## src/rtl/sd_init_seq.sv

```systemverilog
// SD card initialisation sequencer: CMD8, CMD55/ACMD41 loop, CMD2, CMD3, CMD7, CMD55/ACMD6.
// Drives the CMD line driver start handshake, checks responses, captures RCA and CCS.
module sd_init_seq #(
    parameter int ACMD41_RETRIES = 1000,
    parameter int GAP_CYCLES     = 8
) (
    input  logic        iclk,
    input  logic        irst,
    input  logic        istart,
    output logic        ocmd_start,
    output logic [5:0]  ocmd_index,
    output logic [31:0] ocmd_arg,
    input  logic [75:0] iresp,
    input  logic        icmd_done,
    output logic [15:0] orca,
    output logic        ohcs,
    output logic        obusy,
    output logic        oready,
    output logic        oerror,
    output logic [2:0]  oerr_code
);

    localparam int CW = $clog2(ACMD41_RETRIES + 1);
    localparam int GW = (GAP_CYCLES > 1) ? $clog2(GAP_CYCLES) : 1;

    typedef enum logic [2:0] {
        ST_IDLE, ST_ISSUE, ST_WAIT, ST_CHECK, ST_GAP, ST_READY, ST_ERROR
    } state_t;

    typedef enum logic [2:0] {
        STEP_CMD8, STEP_CMD55_OP, STEP_ACMD41, STEP_CMD2,
        STEP_CMD3, STEP_CMD7, STEP_CMD55_BUS, STEP_ACMD6
    } step_t;

    state_t          state;
    step_t           step;
    logic [CW-1:0]   acmd41_cnt;
    logic [GW-1:0]   gap_cnt;
    logic [5:0]      resp_idx;
    logic [31:0]     resp_arg;

    logic            chk_pass;
    logic            chk_last;
    step_t           chk_next;
    logic [2:0]      chk_code;

    // Response bits this sequencer never looks at.
    logic            unused_resp;
    assign unused_resp = ^{iresp[75:38], resp_arg[15:12]};

    function automatic logic [5:0] step_index(input step_t s);
        case (s)
            STEP_CMD8:      step_index = 6'd8;
            STEP_CMD55_OP:  step_index = 6'd55;
            STEP_ACMD41:    step_index = 6'd41;
            STEP_CMD2:      step_index = 6'd2;
            STEP_CMD3:      step_index = 6'd3;
            STEP_CMD7:      step_index = 6'd7;
            STEP_CMD55_BUS: step_index = 6'd55;
            default:        step_index = 6'd6;
        endcase
    endfunction

    function automatic logic [31:0] step_arg(input step_t s, input logic [15:0] rca);
        case (s)
            STEP_CMD8:      step_arg = 32'h0000_01AA;
            STEP_ACMD41:    step_arg = 32'h40FF_8000;
            STEP_CMD7:      step_arg = {rca, 16'h0000};
            STEP_CMD55_BUS: step_arg = {rca, 16'h0000};
            STEP_ACMD6:     step_arg = 32'h0000_0002;
            default:        step_arg = '0;
        endcase
    endfunction

    always_comb begin
        chk_pass = 1'b1;
        chk_last = 1'b0;
        chk_next = step;
        chk_code = 3'd0;
        case (step)
            STEP_CMD8: begin
                chk_pass = (resp_idx == 6'd8) && (resp_arg[11:0] == 12'h1AA);
                chk_next = STEP_CMD55_OP;
                chk_code = 3'd1;
            end
            STEP_CMD55_OP: begin
                chk_pass = (resp_idx == 6'd55);
                chk_next = STEP_ACMD41;
                chk_code = 3'd2;
            end
            STEP_ACMD41: begin
                chk_code = 3'd2;
                if (resp_arg[31]) begin
                    chk_next = STEP_CMD2;
                end else if (acmd41_cnt >= CW'(ACMD41_RETRIES - 1)) begin
                    chk_pass = 1'b0;
                end else begin
                    chk_next = STEP_CMD55_OP;
                end
            end
            STEP_CMD2: chk_next = STEP_CMD3;
            STEP_CMD3: begin
                chk_pass = (resp_idx == 6'd3);
                chk_next = STEP_CMD7;
                chk_code = 3'd4;
            end
            STEP_CMD7: begin
                chk_pass = (resp_idx == 6'd7);
                chk_next = STEP_CMD55_BUS;
                chk_code = 3'd5;
            end
            STEP_CMD55_BUS: begin
                chk_pass = (resp_idx == 6'd55);
                chk_next = STEP_ACMD6;
                chk_code = 3'd6;
            end
            default: begin
                chk_pass = (resp_idx == 6'd6);
                chk_last = 1'b1;
                chk_code = 3'd6;
            end
        endcase
    end

    always_ff @(posedge iclk) begin
        if (irst) begin
            state      <= ST_IDLE;
            step       <= STEP_CMD8;
            acmd41_cnt <= '0;
            gap_cnt    <= '0;
            resp_idx   <= '0;
            resp_arg   <= '0;
            ocmd_start <= 1'b0;
            ocmd_index <= '0;
            ocmd_arg   <= '0;
            orca       <= '0;
            ohcs       <= 1'b0;
            obusy      <= 1'b0;
            oready     <= 1'b0;
            oerror     <= 1'b0;
            oerr_code  <= '0;
        end else begin
            ocmd_start <= 1'b0;
            case (state)
                ST_IDLE, ST_READY, ST_ERROR: begin
                    if (istart) begin
                        state      <= ST_ISSUE;
                        step       <= STEP_CMD8;
                        acmd41_cnt <= '0;
                        ocmd_start <= 1'b1;
                        ocmd_index <= step_index(STEP_CMD8);
                        ocmd_arg   <= step_arg(STEP_CMD8, '0);
                        orca       <= '0;
                        ohcs       <= 1'b0;
                        obusy      <= 1'b1;
                        oready     <= 1'b0;
                        oerror     <= 1'b0;
                        oerr_code  <= '0;
                    end
                end
                ST_ISSUE: state <= ST_WAIT;
                ST_WAIT: begin
                    if (icmd_done) begin
                        resp_idx <= iresp[37:32];
                        resp_arg <= iresp[31:0];
                        state    <= ST_CHECK;
                    end
                end
                ST_CHECK: begin
                    if (step == STEP_ACMD41) begin
                        if (resp_arg[31])
                            ohcs <= resp_arg[30];
                        else if (acmd41_cnt != '1)
                            acmd41_cnt <= acmd41_cnt + CW'(1);
                    end
                    if (step == STEP_CMD3 && chk_pass)
                        orca <= resp_arg[31:16];
                    if (!chk_pass) begin
                        state     <= ST_ERROR;
                        obusy     <= 1'b0;
                        oerror    <= 1'b1;
                        oerr_code <= chk_code;
                    end else if (chk_last) begin
                        state  <= ST_READY;
                        obusy  <= 1'b0;
                        oready <= 1'b1;
                    end else begin
                        state   <= ST_GAP;
                        step    <= chk_next;
                        gap_cnt <= '0;
                    end
                end
                ST_GAP: begin
                    if (gap_cnt == GW'(GAP_CYCLES - 1)) begin
                        state      <= ST_ISSUE;
                        ocmd_start <= 1'b1;
                        ocmd_index <= step_index(step);
                        ocmd_arg   <= step_arg(step, orca);
                    end else begin
                        gap_cnt <= gap_cnt + GW'(1);
                    end
                end
                default: state <= ST_IDLE;
            endcase
        end
    end

endmodule
```

## config.mk

```make
export PLATFORM = sky130hd
export DESIGN_NAME = sd_init_seq
export DESIGN_NICKNAME = d
export VERILOG_FILES = /design/src/rtl/sd_init_seq.sv
export SDC_FILE = /design/constraint.sdc
export NUM_CORES = 1
export LEC_CHECK = 0
export CAP_MARGIN = 40
export CORE_UTILIZATION = 45
export DETAILED_ROUTE_END_ITERATION = 12
export PLACE_DENSITY = 0.89
export SLEW_MARGIN = 20
export SYNTH_ARGS = -nofsm -noshare
export SYNTH_HDL_FRONTEND = slang
export SYNTH_SLANG_ARGS = --single-unit
```

## constraint.sdc

```tcl
create_clock -name iclk -period 4.5 [get_ports iclk]
set_input_delay 0.9 -clock iclk [delete_from_list [all_inputs] [get_ports iclk]]
set_output_delay 0.9 -clock iclk [all_outputs]
set_load 0.03 [all_outputs]
```

* Word level (Yosys, flattened, before mapping)
Cells that the tools add are included.
** Storage, ports and cells
- Flip-flop bits (word level) :: 119
- Input bits :: 80
- Output and inout bits :: 62
- Word-level logic and storage cells :: 133
** Operators by class
- Add/subtract/negate cells :: 2
- Order comparisons :: 1
- Equal/unequal tests :: 37
- Mux-type cells :: 55
- Reductions and logical operators :: 23
** Operators by type and width (count)
- $pmux 32 s4 :: 1
- $mux 32 :: 2
- $pmux 32 s2 :: 1
- $mux 10 :: 4
- $mux 3 :: 12
- $pmux 6 s6 :: 1
- $mux 16 :: 2
- $pmux 16 s2 :: 1
- $pmux 3 s5 :: 2
- $ne 2x2->1 const B :: 13
- $eq 3x3->1 const B :: 8
- $pmux 3 s7 :: 1
- $pmux 10 s2 :: 1
- $pmux 3 s2 :: 3
- $reduce_and 3->1 :: 5
- $mux 1 :: 14
- $eq 12x9->1 const B :: 1
- $eq 3x2->1 const B :: 4
- $eq 6x3->1 const B :: 2
- $mux 6 :: 2
- $pmux 6 s2 :: 1
- $reduce_and 4->1 :: 3
- $add 10x1->10 const B :: 1
- $ge 10x10->1 const B :: 1
- 21 further kinds :: 32

* Longest topological paths before layout
- Word-level depth :: 7
- Mapped depth :: 9
- Depth with buffers taken out :: 7

* Least setup slack after synthesis
No wires, ideal clock.
- Path type :: in2reg
- Start point :: input istart
- End point :: register ocmd_arg[16]
- Setup time :: 0.146 ns
- Arrival :: 1.979 ns
- Data required time :: 4.354 ns
- Setup slack :: 2.375 ns
- Stages :: 5
- Path buffers :: 0
- Cells stage by stage :: nor2b_1 > nand2b_1 > a32oi_1 > a41oi_1 > a21oi_1
** Between the ends
- Cells in the longest elaborated chain, start to end :: 2
** RTL lines
- from (decl) :: line 9 : input logic istart,
- $ne 2x2->1 (no source line)
- $reduce_and 3->1 (no source line)
- to (signal assigned) :: line 152 : ocmd_arg <= step_arg(STEP_CMD8, '0);
- to (signal assigned) :: line 198 : ocmd_arg <= step_arg(step, orca);
- to (decl) :: line 12 : output logic [31:0] ocmd_arg,
No other way between the ends.
A chain may end at the register's enable or synchronous reset.

* Worst setup path in the final report
- Start point :: input istart
- End point :: register ocmd_arg[27]
The elaborated chain is that of the path after synthesis.

==> run summary <==
status -> completed
Ports -> 142
syn_area_per_cell -> 8.35 um2
highest clock rate -> 372 MHz
period utilisation layout -> 59.7%
M1 GR Usage -> 29.2%
Combinational Power Share -> 15.5%
CTS resizes -> 0
ant diodes -> 0
met2 GRT Util -> 34.9%
Num CTS Buffers -> 9
Layout Skew -> 0.0123 ns
synthesized area -> 4660 um2
post-synth top area share -> 43.8%
Final WS setup -> 1.81 ns
Slowest cell on crit path -> a32o_1
max-slew violations -> 0
GP Congestion -> 0.873
register share of total power -> 54.3%
Reg2Reg Setup Slack -> 1.92 ns
clock power share -> 30.3%
DR vias/cell -> 5.62
switch share -> 29.0%
gr ovfl total -> 0
worst skew pair latency -> 0.37 ns
Post-synth top cells -> nand2_1 (121), dfxtp_1 (102), a21oi_1 (68)
1st-pass router iterations -> 5
post-CTS setup buffer count -> 0
Int Pwr -> 1.26 mW
Worst Tran Pin Value -> 0.782 ns
kind of critical path -> primary input to flip-flop
layout cells sized above 1 -> 6.37%
Via Count -> 4276
FF+latch count, synth -> 102
Worst Setup Start Kind -> primary input
CTS tree -> yes
PortBufs -> 89
Post-synth ARST share -> 0%
# rows -> 36
drt wl/cell -> 15.4 um
initial core utilization -> 47.0%
vias in the first global route -> 3947
Psw -> 0.513 mW
worst reg2reg startpoint -> step[2]$_SDFFE_PP0P_
number of synthesized flops with an enable pin -> 0
Die Ht -> 104 um
M3 GR Usage -> 4.59%
P&R area growth vs syn -> 22.4%
sum of net half-perimeters after detailed placement -> 8.20 mm
Hold Crit Start -> oerr_code[1]$_SDFFE_PP0P_
Detailed Route WL -> 11.7 mm
dominant cells by area after synthesis -> dfxtp_1 (44%), nand2_1 (9.8%), a21oi_1 (7.3%)
htree depth -> 3
Crit path arrival time -> 2.98 ns
clk buf depth -> 2
DR DRC count -> 0
clk root buf -> clkbuf_8
Place WS -> 1.45 ns
synth warn -> 0
Pwr per Cell Area -> 310 nW/um2
max_cap viols -> 0
DRT iter0 DRCs -> 378
FF-to-FF End -> orca[8]$_SDFFE_PP0P_
RSZ-0062 raised after global routing -> false
Worst Hold Class -> flip-flop to flip-flop
Worst Path Required -> 4.80 ns
Final Hold Vio Count -> 0
LEAKAGE -> 1.91 nW
post-synth top area cell -> dfxtp_1
register area share after synthesis -> 43.8%
initial antenna violation count -> 0
CTS Sinks -> 102
largest net degree at the start of global routing -> 69
DIE AREA -> 10800 um2
final setup TNS -> 0 ns
# hold bufs at CTS -> 0
Clk pin slew, worst setup/hold paths -> 0.10 ns
critical-path maximum fanout -> 19
Core Box Area -> 9910 um2
Routed Antenna Nets -> 0
Yosys cell types -> 72
Worst path max stage delay -> 0.69 ns
Hold Path End -> oerr_code[1]$_SDFFE_PP0P_
Worst IR Drop VDD -> 0.000179 V
Hold Crit Depth -> 2
busiest grt layer -> met2
nets@finish -> 707
setup violators final -> 0
Max-Slew Margin vs Limit -> 47.6%
worst hold margin -> 0.461 ns
ys flop type -> dfxtp_1
Total GRT Usage -> 21.9%
Syn Inst Count -> 558
critical-path cell list -> clkdlybuf4s50_1 > nor2b_1 > nand2b_1 > a32o_1 > nand3_1 > a21oi_1
most frequent cell after synthesis -> nand2_1
first-pass GRT wire length -> 19.2 mm
Die Span X -> 104 um
total power -> 1.77 mW
CP Capture Type -> flip-flop
Tmin final -> 2.69 ns
worst r2r path cells -> 5
## worst max-delay path by stage
| stage | start | to |
|---|---|---|
| 5_1_grt | istart | ocmd_arg[19]$_SDFFE_PP0P_ |
| 2_1_floorplan | istart | ocmd_arg[16]$_SDFFE_PP0P_ |
| 4_1_cts | istart | ocmd_arg[22]$_SDFFE_PP0P_ |
| 3_5_place_dp | istart | acmd41_cnt[7]$_SDFFE_PP0P_ |
| 3_3_place_gp | istart | acmd41_cnt[7]$_SDFFE_PP0P_ |
| 6_report | istart | ocmd_arg[27]$_SDFFE_PP0P_ |
## critical path: cells and delay by family
family | cells | cell delay [ns]
buffers and inverters | 1 | 0.56
AO/OA/AOI/OAI | 2 | 0.88
AND/OR/NAND/NOR | 3 | 0.62
## power by group through the flow
stage                     Sequential (mW)  Clock (mW)  Combinational, mW
after detailed placement            0.981           0              0.269
after CTS                           0.960       0.543              0.270
after global placement              0.979           0              0.261
after global routing                0.965       0.577              0.296
final                               0.960       0.535              0.273
after floorplan                      1.00           0              0.152
## kinds of logic (layout without fill, tap and decap cells)
family                   count (synthesis)  in the layout  synth area share [%]
other                                    1             10                0.0805
adder cells (fa/ha/maj)                  3              3                 0.806
multiplexers                            24             24                  5.18
XOR/XNOR                                 3              3                 0.564
AO/OA/AOI/OAI                          125            125                  17.4
AND/OR/NAND/NOR                        244            244                  25.8
buffers and inverters                   56            117                  6.39
flip-flops                             102            102                  43.8
## through the flow
stage,instances,utilization (%),instance area (um2)
6_report,761,57.5,5700
5_1_grt,761,57.5,5700
4_1_cts,760,57.5,5690
2_1_floorplan,567,-,4690
3_5_place_dp,745,55.7,5520
3_3_place_gp,744,55.6,5510
## cells in the final DEF (no fill, tap or decap), types with 2 or more instances in the layout
cell type	instances
o21bai_1	2
a211oi_1	3
o21ai_0	16
nor4_1	2
xnor2_1	2
clkdlybuf4s50_1	88
nand3_1	33
nand2b_1	6
or3_1	3
nor3_2	2
o211a_1	2
a32oi_1	3
nand2_1	121
nor2_1	28
a41o_1	2
inv_6	2
o211ai_1	2
nor3_1	8
nor3b_1	3
mux2i_1	23
nand4_1	2
and4_1	3
or4_1	3
nor4b_2	2
a31oi_1	4
nor2b_1	3
buf_4	5
conb_1	10
nor4bb_1	3
clkbuf_8	10
inv_1	6
a21oi_1	68
and3_1	6
ha_1	3
o31ai_1	4
dfxtp_1	102
nand3b_1	4
## routing by layer
metal  up-vias  routed length [um]  part of all wire [%]
met4         0                 201                   1.7
met2       153                5450                    47
met1      2039                5340                    46
li1       2063                   -                     -
met5         -                   0                     0
met3        21                 710                   6.1
## final cells by class
class / count / area, um2
well taps: 133 / 166
repair buffers: 96 / 946
inverters: 6 / 22.5
fillers: 865 / 4210
multi-input cells: 409 / 2350
flip-flops and latches: 102 / 2040
clock buffers: 11 / 141
clock inverters: 4 / 31.3
## state kept, by name, summed over array words and instances (netlist names)
| register | count |
|---|---|
| state | 3 |
| resp_idx | 6 |
| ocmd_arg | 19 |
| resp_arg | 28 |
| obusy | 1 |
| oerror | 1 |
| ocmd_start | 1 |
| ocmd_index | 6 |
| oready | 1 |
| gap_cnt | 3 |
| ohcs | 1 |
| orca | 16 |
| oerr_code | 3 |
| acmd41_cnt | 10 |
| step | 3 |
Power figures use the tool's default switching activity.
